--- src/rtl/drop_release_timer_if.sv ---
// Handshake/status bundle between the drop controller and the release timer.
interface drop_release_timer_if;
    logic        start;
    logic [15:0] t_in;
    logic        drop_en;
    logic        abort;
    logic        busy;
    logic [15:0] t_remaining;
    logic        drop_activated;
    logic        done;

    modport master (
        output start, t_in, drop_en, abort,
        input  busy, t_remaining, drop_activated, done
    );

    modport slave (
        input  start, t_in, drop_en, abort,
        output busy, t_remaining, drop_activated, done
    );
endinterface

--- src/rtl/drop_release_timer.sv ---
// Counts the 8.8 fall time down in prescaled ticks, then pulses the drop
// release for HOLD_CYCLES cycles while the drop is enabled.
module drop_release_timer #(
    parameter int PRESCALE    = 4,
    parameter int HOLD_CYCLES = 3
) (
    input  logic                 clk,
    input  logic                 rst_n,
    drop_release_timer_if.slave  io
);
    localparam int PW = (PRESCALE > 1) ? $clog2(PRESCALE) : 1;
    localparam int HW = (HOLD_CYCLES > 1) ? $clog2(HOLD_CYCLES) : 1;
    localparam logic [PW-1:0] PRE_LAST  = PW'(PRESCALE - 1);
    localparam logic [HW-1:0] HOLD_LAST = HW'(HOLD_CYCLES - 1);

    typedef enum logic [1:0] {
        S_IDLE    = 2'd0,
        S_COUNT   = 2'd1,
        S_WAIT_EN = 2'd2,
        S_DROP    = 2'd3
    } state_t;

    state_t        state_q, state_d;
    logic [15:0]   cnt_q, cnt_d;
    logic [PW-1:0] pre_q, pre_d;
    logic [HW-1:0] hold_q, hold_d;
    logic          done_q, done_d;

    always_ff @(posedge clk or negedge rst_n) begin
        if (!rst_n) begin
            state_q <= S_IDLE;
            cnt_q   <= '0;
            pre_q   <= '0;
            hold_q  <= '0;
            done_q  <= 1'b0;
        end else begin
            state_q <= state_d;
            cnt_q   <= cnt_d;
            pre_q   <= pre_d;
            hold_q  <= hold_d;
            done_q  <= done_d;
        end
    end

    always_comb begin
        state_d = state_q;
        cnt_d   = cnt_q;
        pre_d   = pre_q;
        hold_d  = hold_q;
        done_d  = 1'b0;
        // Abort is checked first everywhere so it always wins over start or expiry.
        if (io.abort && state_q != S_IDLE) begin
            state_d = S_IDLE;
            cnt_d   = '0;
            pre_d   = '0;
            hold_d  = '0;
        end else begin
            case (state_q)
                S_IDLE: begin
                    if (io.start && !io.abort) begin
                        state_d = S_COUNT;
                        cnt_d   = io.t_in;
                        pre_d   = '0;
                        hold_d  = '0;
                    end
                end
                S_COUNT: begin
                    if (cnt_q == 16'd0) begin
                        pre_d   = '0;
                        hold_d  = '0;
                        state_d = io.drop_en ? S_DROP : S_WAIT_EN;
                    end else if (pre_q == PRE_LAST) begin
                        pre_d = '0;
                        cnt_d = cnt_q - 16'd1;
                    end else begin
                        pre_d = pre_q + 1'b1;
                    end
                end
                S_WAIT_EN: begin
                    if (io.drop_en) begin
                        state_d = S_DROP;
                        hold_d  = '0;
                    end
                end
                S_DROP: begin
                    // drop_en is deliberately ignored here: a started release always completes.
                    if (hold_q == HOLD_LAST) begin
                        state_d = S_IDLE;
                        hold_d  = '0;
                        done_d  = 1'b1;
                    end else begin
                        hold_d = hold_q + 1'b1;
                    end
                end
                default: state_d = S_IDLE;
            endcase
        end
    end

    assign io.busy           = (state_q != S_IDLE);
    assign io.drop_activated = (state_q == S_DROP);
    assign io.t_remaining    = cnt_q;
    assign io.done           = done_q;
endmodule

--- src/flat_wrapper.sv ---
// flat-port wrapper written by rule: the top's interface ports become plain ports
module drop_release_timer_flat 
#(
    parameter int PRESCALE    = 4,
    parameter int HOLD_CYCLES = 3
)
  (clk, rst_n, io_start, io_t_in, io_drop_en, io_abort, io_busy, io_t_remaining, io_drop_activated, io_done);
  drop_release_timer_if io_i ();
  input  logic clk;
  input  logic rst_n;
  input wire logic [$bits(io_i.start)-1:0] io_start;
  input wire logic [$bits(io_i.t_in)-1:0] io_t_in;
  input wire logic [$bits(io_i.drop_en)-1:0] io_drop_en;
  input wire logic [$bits(io_i.abort)-1:0] io_abort;
  output wire logic [$bits(io_i.busy)-1:0] io_busy;
  output wire logic [$bits(io_i.t_remaining)-1:0] io_t_remaining;
  output wire logic [$bits(io_i.drop_activated)-1:0] io_drop_activated;
  output wire logic [$bits(io_i.done)-1:0] io_done;
  assign io_i.start = io_start;
  assign io_i.t_in = io_t_in;
  assign io_i.drop_en = io_drop_en;
  assign io_i.abort = io_abort;
  assign io_busy = io_i.busy;
  assign io_t_remaining = io_i.t_remaining;
  assign io_drop_activated = io_i.drop_activated;
  assign io_done = io_i.done;
  drop_release_timer #(.PRESCALE(PRESCALE), .HOLD_CYCLES(HOLD_CYCLES)) u_core (.clk(clk), .rst_n(rst_n), .io(io_i));
endmodule
--- config.mk ---
export PLATFORM = sky130hd
export DESIGN_NAME = drop_release_timer_flat
export DESIGN_NICKNAME = d
export VERILOG_FILES = /design/src/rtl/drop_release_timer_if.sv /design/src/rtl/drop_release_timer.sv /design/src/flat_wrapper.sv
export SDC_FILE = /design/constraint.sdc
export NUM_CORES = 1
export LEC_CHECK = 0
export CAP_MARGIN = 10
export CORE_MARGIN = 5
export CORE_UTILIZATION = 45
export CTS_CLUSTER_DIAMETER = 60
export DETAILED_ROUTE_END_ITERATION = 10
export PLACE_DENSITY = 0.71
export SLEW_MARGIN = 40
export SYNTH_ARGS = -nofsm -noshare
export SYNTH_HDL_FRONTEND = slang
export SYNTH_SLANG_ARGS = --single-unit
export TNS_END_PERCENT = 100
--- constraint.sdc ---
create_clock -name clk -period 2.9 [get_ports clk]
set_input_delay 0.435 -clock clk [delete_from_list [all_inputs] [get_ports clk]]
set_output_delay 0.435 -clock clk [all_outputs]
set_load 0.01 [all_outputs]
After elaboration in Yosys (flattened, before gate mapping)
Index checks and enable logic that the tools add are counted.
{"block": "totals", "regBits": 23, "latch_bits": 0, "ram_bits": 0, "romBits": 0, "input_bits": 21, "out_inout_bits": 19, "elab_cells": 55, "n_memories": 0}
{"block": "classes", "n_addsub": 3, "mul": 0, "n_div": 0, "n_lt_le_gt_ge": 0, "eq_ne": 11, "shifts": 0, "muxes": 25, "bitwise_logic": 0, "reduce_logical": 11}
{"cell": "two-way mux 16 bit", "n": 4}
{"cell": "one-hot mux 16 bit (2 select lines)", "n": 1}
{"cell": "two-way mux 2 bit", "n": 13}
{"cell": "zero test 16 bit", "n": 1}
{"cell": "one-hot mux 2 bit (4 select lines)", "n": 2}
{"cell": "subtractor 16 x 1 -> 16 bit, second input constant", "n": 1}
{"cell": "inequality test 3 x 1 -> 1 bit, second input constant", "n": 4}
{"cell": "== test 2 bit, second input constant", "n": 4}
{"cell": "AND reduction 4 bit", "n": 2}
{"cell": "inequality test 3 x 2 -> 1 bit, second input constant", "n": 2}
{"cell": "adder 2 x 1 -> 2 bit, second input constant", "n": 2}
{"cell": "two-way mux 1 bit", "n": 4}
{"cell": "one-hot mux 2 bit (2 select lines)", "n": 1}
{"cell": "AND reduction 3 bit", "n": 1}
{"cell": "nonzero test 3 bit", "n": 1}
{"cell": "== test 2 x 1 -> 1 bit, second input constant", "n": 1}
{"cell": "logical AND 1 bit", "n": 2}
{"cell": "zero test 2 bit", "n": 1}
{"cell": "AND reduction 2 bit", "n": 1}
{"cell": "nonzero test 2 bit", "n": 1}
{"cell": "zero test 1 bit", "n": 1}

Logic depth before layout (Yosys ltp)
{"block": "logic_depth", "word_depth": 5, "ltp_mapped": 10, "depth_no_buf": 7}

Worst setup path after synthesis
No wires, ideal clock.
{"block": "synth_timing", "kind": "flip-flop to flip-flop", "from": "reg u_core.cnt_q[0] (netlist: u_core.io.t_remaining[0])", "to": "reg u_core.cnt_q[10] (netlist: u_core.io.t_remaining[10])", "setup_ps": 126, "t_arrival_ps": 2321, "required_time_ps": 2774, "slack_ps": 453, "path_stages_with_launch": 8, "path_buffers": 1, "synth_period_minus_slack_ps": 2447, "path_cell_list": "dfrtp_1 inv_1 ha_1 or4b_4 or4_1 buf_2 a32o_1 a221o_1"}
{"block": "synth_between", "elab_chain_cells": 5, "elab_cells_between_ends": 8, "classes_between": "1 x add/sub; 1 x eq/ne; 4 x mux; 2 x reduce/logical"}
{"item": "from (decl)", "line": "drop_release_timer.sv:24", "text": "logic [15:0] cnt_q, cnt_d;"}
{"item": "from (signal assigned)", "line": "drop_release_timer.sv:38", "text": "cnt_q <= cnt_d;"}
{"item": "subtractor 16 x 1 -> 16 bit", "line": "drop_release_timer.sv:74", "text": "cnt_d = cnt_q - 16'd1;"}
{"item": "two-way mux 16 bit", "line": "drop_release_timer.sv:72", "text": "end else if (pre_q == PRE_LAST) begin"}
{"item": "two-way mux 16 bit", "line": "drop_release_timer.sv:68", "text": "if (cnt_q == 16'd0) begin"}
{"item": "one-hot mux 16 bit (2 select lines)", "line": "drop_release_timer.sv:58", "text": "case (state_q)"}
{"item": "two-way mux 16 bit", "line": "drop_release_timer.sv:52", "text": "if (io.abort && state_q != S_IDLE) begin"}
Several ways; a longest one is shown, not always the timed one. The select of a mux whose other input is x is not followed.
A chain may end at the register's enable or synchronous reset.

Final worst setup path
{"block": "layout_timing", "from": "reg u_core.cnt_q[0] (netlist: u_core.io.t_remaining[0])", "to": "reg u_core.cnt_q[15] (netlist: u_core.io.t_remaining[15])"}
The elaborated chain is that of the path after synthesis.

==> flow_metrics.env <==
export IMPL_setup_violations=0
export IMPL_dp_cells=255
export IMPL_post_cts_buffers=0
export IMPL_ys_warn_count=0
export IMPL_synthArstFlopShare=1.00
export IMPL_p_leak_uw=0.000851
export IMPL_rr_startpoint="u_core.io.t_remaining[0]"
export IMPL_synth_ff_type="dfrtp_1"
export IMPL_cts_buffers=3
export IMPL_n_fill_cell=328
export IMPL_initial_utilization=0.463
export IMPL_synth_commonest_cells="dfrtp_1, nand2_1, nor2_1"
export IMPL_dpl_cell_area_um2=1990
export IMPL_yosys_register_bits=23
export IMPL_cap_violations=0
export IMPL_arrival_ns=2.83
export IMPL_ys_seq_area_frac=0.376
export IMPL_via_per_inst=5.97
export IMPL_synth_area_leaders="dfrtp_1, nand2_1, ha_1"
export IMPL_setup_tns_ns=0
export IMPL_p_clk_frac=0.077
export IMPL_combPwrFrac=0.640
export IMPL_p_int_uw=1050
export IMPL_drt_first_pass_iters=4
export IMPL_r2r_end="u_core.io.t_remaining[15]"
export IMPL_endpoint_kind="flip-flop"
export IMPL_synth_top_family_by_area="simple AND/OR/NAND/NOR gates"
export IMPL_antenna_found_initial=0
export IMPL_stdcell_area_um2=2010
export IMPL_synth_edf_count=0
export IMPL_cts_tree="built"
export IMPL_die_h_um=68.4
export IMPL_slew_viol_final=0
export IMPL_clkTransAtPathRegs_ns=0.13
export IMPL_max_slew_margin_rel=0.538
export IMPL_criticalPathCategory="reg -> reg"
export IMPL_grt_pass1_wl_mm=6.97
export IMPL_synth_xor_area_share=0
export IMPL_synth_most_common_cell="dfrtp_1"
export IMPL_synth_area_per_cell_um2=8.86
export IMPL_min_period_ns=2.64
export IMPL_routed_via_count=1546
export IMPL_setup_worst_path_start_class="flip-flop"
export IMPL_htree_levels=1
export IMPL_synth_cell_type_count=44
export IMPL_yosys_area_share_simple=0.266
export IMPL_rsz0062_at_grt="false"
export IMPL_min_path_type="in -> async"
export IMPL_p_sw_frac=0.473
export IMPL_num_rows=21
export IMPL_place_hpwl_mm=3.24
export IMPL_clock_latency_ns=0.31
export IMPL_grt_pass1_vias=1526
export IMPL_core_um2=3310
export IMPL_reg2reg_slack_ns=0.26
export IMPL_cts_sinks=23
export IMPL_cts_resized=0
export IMPL_worstPathRequired_ns=3.09
export IMPL_cts_buffer_depth=2
export IMPL_max_freq_mhz=379
export IMPL_min_period_over_period=0.910
export IMPL_grt_max_degree=24
export IMPL_synth_top_area_share=0.376
export IMPL_cts_hold_fix_buffers=0
export IMPL_seqPwrFrac=0.283
export IMPL_io_pins=40
export IMPL_synth_compound_area_frac=0.238
export IMPL_switchingPower_uw=943
export IMPL_detail_route_wl_per_cell_um=16.4
export IMPL_yosysTopAreaCell="dfrtp_1"
export IMPL_wirelength_mm=4.24
export IMPL_clockRootBuffer="clkbuf_4"
export IMPL_nets=241
export IMPL_antenna_cells=0
export IMPL_track_usage=0.196
export IMPL_path_max_fanout=10
export IMPL_syn_inst=173
export IMPL_finalHoldViolations=0
export IMPL_synthToLayoutAreaGrowth_pct=31.3
export IMPL_synthMuxAreaShare=0.0278
export IMPL_p_per_area_nw_per_um2=991
export IMPL_drive_above_1_share=0.0704
export IMPL_worst_pin_slew_ns=0.692
export IMPL_postLayoutCoreUtil=0.608
export IMPL_portBuffers=39
export IMPL_irDropWorstVdd_v=0.000574
export IMPL_synth_adder_area_share=0.0490
export IMPL_syn_area_um2=1530
export IMPL_gp_congestion=0.868
export IMPL_stdcell_count=259
export IMPL_r2r_worst_path_cells=7
export IMPL_dr_first_iter_drc_count=91
export IMPL_finalClockSkew_ns=0.00381
export IMPL_holdWs_ns=0.468
export IMPL_die_w_um=68.4
export IMPL_grt_remaining_overflow=0
export IMPL_status="complete, no violations"
export IMPL_dieArea_um2=4670
export IMPL_syn_nets=200
export IMPL_drtAntennaViolNets=0
export IMPL_drc=0
per-layer routing:
layer	wire length, um	vias up	global-route usage
li1	-	736	-
met1	1800	752	0.247
met2	2140	54	0.351
met3	278	4	0.0263
met4	28	0	0.0447
met5	0	-	0
worst max path at each step:
stage | start | to | slack [ns] | cells past startpoint
floorplan | u_core.io.t_remaining[0] | u_core.io.t_remaining[10] | 0.45 | 7
global placement | u_core.io.t_remaining[0] | u_core.io.t_remaining[15] | 0.42 | 7
detailed placement | u_core.io.t_remaining[0] | u_core.io.t_remaining[13] | 0.32 | 7
finish | u_core.io.t_remaining[0] | u_core.io.t_remaining[15] | 0.26 | 7
global route | u_core.io.t_remaining[1] | u_core.io.t_remaining[15] | 0.15 | 7
CTS | u_core.io.t_remaining[0] | u_core.io.t_remaining[15] | 0.28 | 7
power by group through the flow:
stage / Combinational (uW) / Sequential (uW) / Clock, uW
finish: 1280 / 564 / 154
global route: 1400 / 586 / 167
CTS: 1280 / 563 / 155
detailed placement: 1270 / 570 / 0
global placement: 1250 / 562 / 0
floorplan: 825 / 573 / 0
kinds of logic after synthesis:
family,Yosys count
muxes,4
adders and majority gates,6
buffers and inverters,17
DFF,23
AOI/OAI and AO/OA,50
and+or+nand+nor,73
metrics by stage:
step | setup WS (ns) | power, uW
floorplan | 0.453 | 1400
global placement | 0.417 | 1810
detailed placement | 0.323 | 1840
CTS | 0.278 | 2000
global route | 0.149 | 2150
finish | 0.261 | 1990
cells in the final DEF (no fill, tap or decap), drive strengths merged, types with 2 or more instances in the layout:
master	netlist	routed
or2	2	2
clkbuf	6	4
or3	4	4
inv	9	9
or4	6	6
mux2	2	2
nand4b	2	2
clkdlybuf4s50	0	39
o21a	2	2
nor2	10	10
nand2	22	22
nor2b	2	2
nor3	7	7
o21ai	8	8
nand3	4	4
ha	6	6
mux2i	2	2
a31oi	3	3
o211ai	6	6
dfrtp	23	23
a22o	4	4
buf	2	5
a21oi	7	7
a221o	3	3
o2111ai	2	2
o311ai	7	7
nand2b	6	6
nor4	3	3
critical path: stages (launching register included):
cell and delay (ns):
dfrtp_1 0.44, inv_1 0.09, ha_1 0.21, or4b_4 0.53
or4_1 0.72, nand3b_1 0.23, or3_1 0.19, o311ai_1 0.10
flip-flops by register name (all words and copies together) (netlist names):
signal,cells
u_core.hold_q,2
u_core.pre_q,2
u_core.io.done,1
u_core.io.t_remaining,16
u_core.state_q,2
area by class of cell:
type	count	area, um^2	area share
sequential	23	576	0.286
tap	46	57.6	0.0286
timing repair buffer	44	428	0.213
clock buffer	4	26.3	0.0131
inverter	9	33.8	0.0168
multi-input combinational	133	891	0.443
Power figures use the tool's default switching activity.
